**config.mk**
```make
export PLATFORM = sky130hd
export DESIGN_NAME = conway_board_reader_flat
export DESIGN_NICKNAME = d
export VERILOG_FILES = /design/src/rtl/conway_board_reader_if.sv /design/src/rtl/conway_board_reader.sv /design/src/flat_wrapper.sv
export SDC_FILE = /design/constraint.sdc
export NUM_CORES = 1
export LEC_CHECK = 0
export CORE_UTILIZATION = 30
export DETAILED_ROUTE_END_ITERATION = 7
export PLACE_DENSITY = 0.6
export SKIP_CTS_REPAIR_TIMING = 1
export SYNTH_ARGS = -nofsm -noshare
export SYNTH_HDL_FRONTEND = slang
export SYNTH_SLANG_ARGS = --single-unit
```
**constraint.sdc**
```tcl
create_clock -name clk -period 7.51 [get_ports clk]
set_input_delay 1.502 -clock clk [delete_from_list [all_inputs] [get_ports clk]]
set_output_delay 1.502 -clock clk [all_outputs]
set_load 0.005 [all_outputs]
```
**src/rtl/conway_board_reader_if.sv**
```systemverilog
// Row-streaming bus between the Conway board reader and its consumer.
// Optional popcount outputs appear only when CONWAY_READER_POPCOUNT_EN is defined.
interface conway_board_reader_if #(
    parameter int ROWS = 8,
    parameter int COLS = 8
);
    localparam int IDX_W = (ROWS > 1) ? $clog2(ROWS) : 1;
`ifdef CONWAY_READER_POPCOUNT_EN
    localparam int RA_W  = $clog2(COLS + 1);
    localparam int TA_W  = $clog2(ROWS * COLS + 1);
`endif

    logic                   ena;
    logic [ROWS*COLS-1:0]   cells;
    logic                   clear;
    logic                   row_ready;
    logic                   row_valid;
    logic [COLS-1:0]        row_data;
    logic [IDX_W-1:0]       row_idx;
    logic                   row_last;
    logic                   busy;
    logic                   overrun;
    logic [15:0]            gen_count;
`ifdef CONWAY_READER_POPCOUNT_EN
    logic [RA_W-1:0]        row_alive;
    logic [TA_W-1:0]        total_alive;
`endif

    modport master (
        output ena, cells, clear, row_ready,
        input  row_valid, row_data, row_idx, row_last, busy, overrun, gen_count
`ifdef CONWAY_READER_POPCOUNT_EN
        , input row_alive, total_alive
`endif
    );

    modport slave (
        input  ena, cells, clear, row_ready,
        output row_valid, row_data, row_idx, row_last, busy, overrun, gen_count
`ifdef CONWAY_READER_POPCOUNT_EN
        , output row_alive, total_alive
`endif
    );
endinterface

```
**src/rtl/conway_board_reader.sv**
```systemverilog
// Conway board reader: on a generation tick, snapshots the whole board into a
// shadow register and streams it out one row per valid/ready transfer.
// Ticks arriving mid-stream are dropped and flagged on the sticky overrun bit.
// Optional feature macro: CONWAY_READER_POPCOUNT_EN adds row_alive/total_alive.
module conway_board_reader #(
    parameter int ROWS = 8,
    parameter int COLS = 8
) (
    input  logic                 clk,
    input  logic                 rst,
    conway_board_reader_if.slave bus
);
    localparam int IDX_W = (ROWS > 1) ? $clog2(ROWS) : 1;
    localparam logic [IDX_W-1:0] LAST_IDX = IDX_W'(ROWS - 1);
`ifdef CONWAY_READER_POPCOUNT_EN
    localparam int RA_W  = $clog2(COLS + 1);
    localparam int TA_W  = $clog2(ROWS * COLS + 1);
`endif

    typedef enum logic [0:0] {
        ST_IDLE = 1'b0,
        ST_SEND = 1'b1
    } state_t;

    // Extract row i of a board image.
    function automatic logic [COLS-1:0] row_of(input logic [ROWS*COLS-1:0] img,
                                               input logic [IDX_W-1:0]     i);
        return img[int'(i)*COLS +: COLS];
    endfunction

`ifdef CONWAY_READER_POPCOUNT_EN
    // Live-cell count of one row.
    function automatic logic [RA_W-1:0] row_popcount(input logic [COLS-1:0] v);
        logic [RA_W-1:0] cnt;
        cnt = {RA_W{1'b0}};
        for (int i = 0; i < COLS; i++) begin
            cnt = cnt + RA_W'(v[i]);
        end
        return cnt;
    endfunction

    // Live-cell count of the whole board.
    function automatic logic [TA_W-1:0] board_popcount(input logic [ROWS*COLS-1:0] v);
        logic [TA_W-1:0] cnt;
        cnt = {TA_W{1'b0}};
        for (int i = 0; i < ROWS * COLS; i++) begin
            cnt = cnt + TA_W'(v[i]);
        end
        return cnt;
    endfunction
`endif

    logic [1:0]           rst_sync_r;
    logic                 rst_n_s;
    state_t               state_r;
    logic [ROWS*COLS-1:0] shadow_r;
    logic [COLS-1:0]      row_data_r;
    logic [IDX_W-1:0]     row_idx_r;
    logic                 row_last_r;
    logic                 row_valid_r;
    logic                 busy_r;
    logic                 overrun_r;
    logic [15:0]          gen_count_r;
`ifdef CONWAY_READER_POPCOUNT_EN
    logic [RA_W-1:0]      row_alive_r;
    logic [TA_W-1:0]      total_alive_r;
`endif

    logic                 transfer_s;
    logic                 final_s;
    logic                 accept_s;
    logic                 drop_s;
    logic [IDX_W-1:0]     next_idx_s;
    logic [COLS-1:0]      next_row_s;

    // A tick is only taken when idle or when the last row leaves this very cycle;
    // any other tick while streaming is lost.
    assign transfer_s = row_valid_r & bus.row_ready;
    assign final_s    = transfer_s & row_last_r;
    assign accept_s   = bus.ena & ((state_r == ST_IDLE) | final_s);
    assign drop_s     = bus.ena & (state_r == ST_SEND) & ~final_s;
    assign next_idx_s = row_idx_r + IDX_W'(1);
    assign next_row_s = row_of(shadow_r, next_idx_s);

    // Reset synchroniser: assertion propagates at once, release is aligned to clk.
    always_ff @(posedge clk or negedge rst) begin
        if (!rst) begin
            rst_sync_r <= 2'b00;
        end else begin
            rst_sync_r <= {rst_sync_r[0], 1'b1};
        end
    end

    assign rst_n_s = rst_sync_r[1];

    // Sticky overrun flag: a dropped tick wins over a simultaneous clear.
    always_ff @(posedge clk or negedge rst_n_s) begin
        if (!rst_n_s) begin
            overrun_r <= 1'b0;
        end else if (drop_s) begin
            overrun_r <= 1'b1;
        end else if (bus.clear) begin
            overrun_r <= 1'b0;
        end else begin
            overrun_r <= overrun_r;
        end
    end

    // Streaming FSM with snapshot capture and registered row outputs.
    always_ff @(posedge clk or negedge rst_n_s) begin
        if (!rst_n_s) begin
            state_r       <= ST_IDLE;
            shadow_r      <= {(ROWS*COLS){1'b0}};
            row_data_r    <= {COLS{1'b0}};
            row_idx_r     <= {IDX_W{1'b0}};
            row_last_r    <= 1'b0;
            row_valid_r   <= 1'b0;
            busy_r        <= 1'b0;
            gen_count_r   <= 16'd0;
`ifdef CONWAY_READER_POPCOUNT_EN
            row_alive_r   <= {RA_W{1'b0}};
            total_alive_r <= {TA_W{1'b0}};
`endif
        end else if (accept_s) begin
            // Row 0 is loaded straight from the captured image, i.e. exactly
            // what shadow_r holds from the next cycle on.
            state_r       <= ST_SEND;
            shadow_r      <= bus.cells;
            row_data_r    <= bus.cells[COLS-1:0];
            row_idx_r     <= {IDX_W{1'b0}};
            row_last_r    <= (LAST_IDX == {IDX_W{1'b0}});
            row_valid_r   <= 1'b1;
            busy_r        <= 1'b1;
            gen_count_r   <= gen_count_r + 16'd1;
`ifdef CONWAY_READER_POPCOUNT_EN
            row_alive_r   <= row_popcount(bus.cells[COLS-1:0]);
            total_alive_r <= board_popcount(bus.cells);
`endif
        end else begin
            case (state_r)
                ST_IDLE: begin
                    state_r     <= ST_IDLE;
                    row_valid_r <= 1'b0;
                    busy_r      <= 1'b0;
                end
                ST_SEND: begin
                    if (final_s) begin
                        state_r     <= ST_IDLE;
                        row_idx_r   <= {IDX_W{1'b0}};
                        row_last_r  <= 1'b0;
                        row_valid_r <= 1'b0;
                        busy_r      <= 1'b0;
                    end else if (transfer_s) begin
                        row_idx_r   <= next_idx_s;
                        row_data_r  <= next_row_s;
                        row_last_r  <= (next_idx_s == LAST_IDX);
`ifdef CONWAY_READER_POPCOUNT_EN
                        row_alive_r <= row_popcount(next_row_s);
`endif
                    end else begin
                        row_idx_r   <= row_idx_r;
                        row_data_r  <= row_data_r;
                        row_last_r  <= row_last_r;
                    end
                end
                default: begin
                    state_r     <= ST_IDLE;
                    row_idx_r   <= {IDX_W{1'b0}};
                    row_last_r  <= 1'b0;
                    row_valid_r <= 1'b0;
                    busy_r      <= 1'b0;
                end
            endcase
        end
    end

    assign bus.row_valid   = row_valid_r;
    assign bus.row_data    = row_data_r;
    assign bus.row_idx     = row_idx_r;
    assign bus.row_last    = row_last_r;
    assign bus.busy        = busy_r;
    assign bus.overrun     = overrun_r;
    assign bus.gen_count   = gen_count_r;
`ifdef CONWAY_READER_POPCOUNT_EN
    assign bus.row_alive   = row_alive_r;
    assign bus.total_alive = total_alive_r;
`endif
endmodule

```
**src/flat_wrapper.sv**
```systemverilog
// flat-port wrapper written by rule: the top's interface ports become plain ports
module conway_board_reader_flat 
#(
    parameter int ROWS = 8,
    parameter int COLS = 8
)
  (clk, rst, bus_ena, bus_cells, bus_clear, bus_row_ready, bus_row_valid, bus_row_data, bus_row_idx, bus_row_last, bus_busy, bus_overrun, bus_gen_count);
  conway_board_reader_if #(.ROWS(ROWS), .COLS(COLS)) bus_i ();
  input  logic clk;
  input  logic rst;
  input wire logic [$bits(bus_i.ena)-1:0] bus_ena;
  input wire logic [$bits(bus_i.cells)-1:0] bus_cells;
  input wire logic [$bits(bus_i.clear)-1:0] bus_clear;
  input wire logic [$bits(bus_i.row_ready)-1:0] bus_row_ready;
  output wire logic [$bits(bus_i.row_valid)-1:0] bus_row_valid;
  output wire logic [$bits(bus_i.row_data)-1:0] bus_row_data;
  output wire logic [$bits(bus_i.row_idx)-1:0] bus_row_idx;
  output wire logic [$bits(bus_i.row_last)-1:0] bus_row_last;
  output wire logic [$bits(bus_i.busy)-1:0] bus_busy;
  output wire logic [$bits(bus_i.overrun)-1:0] bus_overrun;
  output wire logic [$bits(bus_i.gen_count)-1:0] bus_gen_count;
  assign bus_i.ena = bus_ena;
  assign bus_i.cells = bus_cells;
  assign bus_i.clear = bus_clear;
  assign bus_i.row_ready = bus_row_ready;
  assign bus_row_valid = bus_i.row_valid;
  assign bus_row_data = bus_i.row_data;
  assign bus_row_idx = bus_i.row_idx;
  assign bus_row_last = bus_i.row_last;
  assign bus_busy = bus_i.busy;
  assign bus_overrun = bus_i.overrun;
  assign bus_gen_count = bus_i.gen_count;
  conway_board_reader #(.ROWS(ROWS), .COLS(COLS)) u_core (.clk(clk), .rst(rst), .bus(bus_i));
endmodule
```
Yosys cells after proc, flatten, opt, wreduce, memory -nomap -nowiden
Cells that the tools add are included.
{"block": "word_totals", "reg_bits": 97, "input_bits": 69, "out_inout_bits": 31, "wordCells": 49}
{"block": "classes", "add_sub_neg": 2, "eq_ne": 3, "shifts": 1, "muxes": 20, "n_bitwise": 8, "reduce_logical": 6}
{"operator": "64-bit by 7-bit variable part select with 8-bit output", "n": 1}
{"operator": "8-bit 2-to-1 mux", "n": 4}
{"operator": "16-bit by 1-bit adder with 16-bit output (second input constant)", "n": 1}
{"operator": "3-bit 2-to-1 mux", "n": 4}
{"operator": "1-bit 2-to-1 mux", "n": 10}
{"operator": "2-bit nonzero test", "n": 3}
{"operator": "1-bit AND", "n": 5}
{"operator": "1-bit one-hot mux with 2 select lines", "n": 2}
{"operator": "3-bit by 1-bit adder with 3-bit output (second input constant)", "n": 1}
{"operator": "3-bit == test (second input constant)", "n": 1}
{"operator": "3-bit != test (second input constant)", "n": 1}
{"operator": "3-bit AND reduction", "n": 1}
{"operator": "3-bit nonzero test", "n": 1}
{"operator": "2-bit != test (second input constant)", "n": 1}
{"operator": "1-bit NOT", "n": 2}
{"operator": "2-bit AND reduction", "n": 1}
{"operator": "1-bit bitwise OR", "n": 1}

Depth between registers and ports, before layout
{"block": "logic_depth", "ltp_word": 6, "depth_mapped": 9}

Least setup slack after synthesis
OpenSTA, ideal clock, no wires.
{"block": "synth_timing", "kind": "input -> register", "startpoint": "input port bus_row_ready", "endpoint": "register u_core.gen_count_r[10], in the netlist u_core.bus.gen_count[10]", "setup_ps": 124, "arrival_ps": 2269, "path_slack_ps": 5117, "cell_stages": 4, "n_path_buf": 0, "path_cell_list": "nand3_4 a2111oi_4 nand3_1 xnor2_1"}
{"block": "synth_via", "elab_chain_len": 4}
{"item": "start, declared", "line": "flat_wrapper.sv:14", "source": "input wire logic [$bits(bus_i.row_ready)-1:0] bus_row_ready;"}
{"item": "1-bit AND", "line": "conway_board_reader.sv:78", "source": "assign transfer_s = row_valid_r & bus.row_ready;"}
{"item": "1-bit AND", "line": "conway_board_reader.sv:79", "source": "assign final_s = transfer_s & row_last_r;"}
{"item": "1-bit bitwise OR", "line": "conway_board_reader.sv:80", "source": "assign accept_s = bus.ena & ((state_r == ST_IDLE) | final_s);"}
{"item": "1-bit AND", "line": "conway_board_reader.sv:80"}
{"item": "end signal, assigned", "line": "conway_board_reader.sv:134", "source": "gen_count_r <= gen_count_r + 16'd1;"}
{"item": "end, declared", "line": "conway_board_reader.sv:63", "source": "logic [15:0] gen_count_r;"}
Every way passes these cells.
A chain may end at the register's enable or synchronous reset.

Worst setup path after layout
{"block": "layout_timing", "startpoint": "input port bus_ena", "endpoint": "register u_core.gen_count_r[2], in the netlist u_core.bus.gen_count[2]"}
{"block": "layout_via", "elab_chain_len": 1}
{"item": "start, declared", "line": "flat_wrapper.sv:11", "source": "input wire logic [$bits(bus_i.ena)-1:0] bus_ena;"}
{"item": "1-bit AND", "line": "conway_board_reader.sv:80"}
Every way passes these cells.

==> impl_metrics.json <==
{
  "p_leak_nw": 2.897,
  "area_growth_pct": 32.88,
  "hold_viol": 0,
  "grt_pass1_vias": 3576,
  "layout-drive-gt1-share": 0.08333,
  "fp.dieH_um": 124.4,
  "setup_violations": 0,
  "rr_worst_depth": 7,
  "tns_ns": 0,
  "stdcell_area_um2": 5972,
  "finalMaxSlewViolations": 0,
  "diodes": 0,
  "worstPathRequired_ns": 7.74,
  "clock-root-buffer": "clkbuf_16",
  "htree_num_levels": 3,
  "slew_headroom": 0.4961,
  "drc": 0,
  "finalWirelength_um": 11010,
  "tightestPinTransition_ns": 0.7558,
  "power_density_nw_per_um2": 189.9,
  "fin_crit_ns": 3.183,
  "place.gp.congestion": 0.7679,
  "floorplan.initialDensity": 0.3081,
  "clk_path_buf_depth": 2,
  "die_x_um": 124.4,
  "syn_area_per_cell_um2": 9.603,
  "dieArea_um2": 15470,
  "grt_pass1_wl_um": 18330,
  "port_buffers": 99,
  "hpwlAfterDp_um": 7860,
  "cp.arrival_ns": 3.41,
  "post-route-period-util": 0.4239,
  "start_kind": "input pin",
  "cp-end-kind": "flip-flop",
  "rsz0062_at_grt": "no",
  "place_area_um2": 5645,
  "grt_max_degree": 78,
  "routed_via_density": 4.699,
  "grt_antenna_before_repair": 0,
  "drtPass1Iterations": 4,
  "floorplan.rows": 44,
  "clock_skew_ns": 0.007203,
  "avgRoutedWirePerCell_um": 14.72,
  "whs_ns": 0.2997,
  "io_pins": 100,
  "drt_iter0_markers": 216,
  "crit_fanout": 74,
  "drtAntennaViolNets": 0,
  "synth.distinct_cells": 38,
  "layout_commonest_cell": "nand2_1",
  "layout.nets": 631,
  "max-vdd-ir-drop_mv": 0.1222,
  "cts_buffers": 9,
  "cts_tree": "yes",
  "groute.usage.overall": 0.1499,
  "ys_seq_area_frac": 0.5401,
  "final_cell_mix": "nand2_1, clkdlybuf4s50_1, dfrtp_1, nand3_1, mux2i_1",
  "core_um2": 14590,
  "crit_type": "input pin to flip-flop",
  "yosys_warnings": 0,
  "syn-cell-area_um2": 4494,
  "clock-sinks": 97,
  "synth_cells": 468,
  "max_freq_mhz": 314.1,
  "synth-seq-cells": 97,
  "clock_latency_ns": 0.34,
  "vias": 3515,
  "grt_overflow": 0,
  "drv_cap": 0,
  "syn_nets": 540,
  "worstHoldPathType": "flip-flop to asynchronous set/reset pin",
  "status": "finished, final reports clean",
  "path_clk_slew_ns": 0.07
}
## kinds of logic after synthesis
family,count (synthesis),synth area share
and+or+nand+nor,250,0.2291
DFF,97,0.5401
AOI/OAI and AO/OA,39,0.06932
muxes,31,0.08352
buffers and inverters,30,0.03397
xor gates and xnor gates,17,0.03480
adders and majority gates,3,0.008353
other,1,0.0008344
## final timing paths
kind | from | end | slack (ns)
max reg2reg | u_core.bus.row_idx[0]$_DFFE_PN0P_ | u_core.bus.row_data[7]$_DFFE_PN0P_ | 4.95
min in group clk | u_core.rst_sync_r[0]$_DFF_PN0_ | u_core.rst_sync_r[1]$_DFF_PN0_ | 0.35
max in group asynchronous | rst | u_core.rst_sync_r[1]$_DFF_PN0_ | 6.06
max | bus_ena | u_core.bus.gen_count[2]$_DFFE_PN0P_ | 4.33
min reg2reg | u_core.rst_sync_r[1]$_DFF_PN0_ | u_core.shadow_r[26]$_DFFE_PN0P_ | 0.30
min | u_core.rst_sync_r[1]$_DFF_PN0_ | u_core.shadow_r[26]$_DFFE_PN0P_ | 0.30
## where the power goes
| group | internal (W) | switching, W |
|---|---|---|
| clock | 0.000295 | 0.000195 |
| combinational | 0.0000522 | 0.0000314 |
| sequential | 0.000544 | 0.0000166 |
## area by class of cell
class,count,area [µm²]
clock buffers,13,280.3
clock inverters,3,46.29
fillers,1420,8617
inverters,6,22.52
multi-input cells,341,1933
flip-flops and latches,97,2431
well taps,184,230.2
repair buffers,104,1028
## registers in the layout (all words and copies together), names as in the netlist
register / flops
u_core.bus.row_idx: 3
u_core.bus.overrun: 1
u_core.bus.row_valid: 1
u_core.shadow_r: 64
u_core.rst_sync_r: 2
u_core.bus.row_last: 1
u_core.bus.gen_count: 16
u_core.state_r: 1
u_core.bus.row_data: 8
## layer usage
metal,routed length (µm),global-route usage,vias to the layer above
li1,-,-,1725
met1,5103,0.2010,1687
met2,5217,0.2330,89
met3,497,0.04296,14
met4,191,0.04607,0
met5,0,0,-
## per-stage QoR
step,worst slack (ns),cells,total power (W),util
floorplan,4.608,468,0.0005958,-
global placement,3.965,732,0.0006529,0.3870
detailed placement,3.938,732,0.0006556,0.3870
CTS,4.303,748,0.001147,0.4093
global route,4.128,748,0.001178,0.4093
finish,4.327,748,0.001134,0.4093
## critical path: stages
cell and delay [ns]:
clkdlybuf4s50_1 0.63, inv_1 0.22, a21oi_4 0.14, buf_4 0.56, nand2_1 0.15, xnor2_1 0.15
## synth_stat cells (all sizes together)
| cell type | instances | area share |
|---|---|---|
| and3 | 2 | 0.0028 |
| dfrtp | 97 | 0.54 |
| inv | 5 | 0.0042 |
| ha | 3 | 0.0084 |
| nand2b | 1 | 0.0014 |
| conb | 1 | 0.00083 |
| o2bb2ai | 1 | 0.0033 |
| nor3 | 4 | 0.0056 |
| buf | 22 | 0.027 |
| nand4 | 4 | 0.0070 |
| nor2 | 3 | 0.0025 |
| o32ai | 1 | 0.0019 |
| xor2 | 7 | 0.015 |
| o21ai | 6 | 0.0075 |
| mux4 | 4 | 0.020 |
| a21oi | 5 | 0.0056 |
| and2b | 1 | 0.0017 |
| a22oi | 8 | 0.013 |
| a22o | 1 | 0.0019 |
| a2111oi | 2 | 0.012 |
| clkbuf | 2 | 0.0017 |
| o22a | 1 | 0.0019 |
| o22ai | 7 | 0.0097 |
| nand4b | 1 | 0.0019 |
| mux2 | 12 | 0.030 |
| clkinv | 1 | 0.00083 |
| xnor2 | 10 | 0.019 |
| mux2i | 15 | 0.033 |
| o31ai | 7 | 0.012 |
| nand3 | 25 | 0.031 |
| nand2 | 208 | 0.17 |
| and4 | 1 | 0.0019 |
No activity file was read; power rests on OpenSTA's default activity.
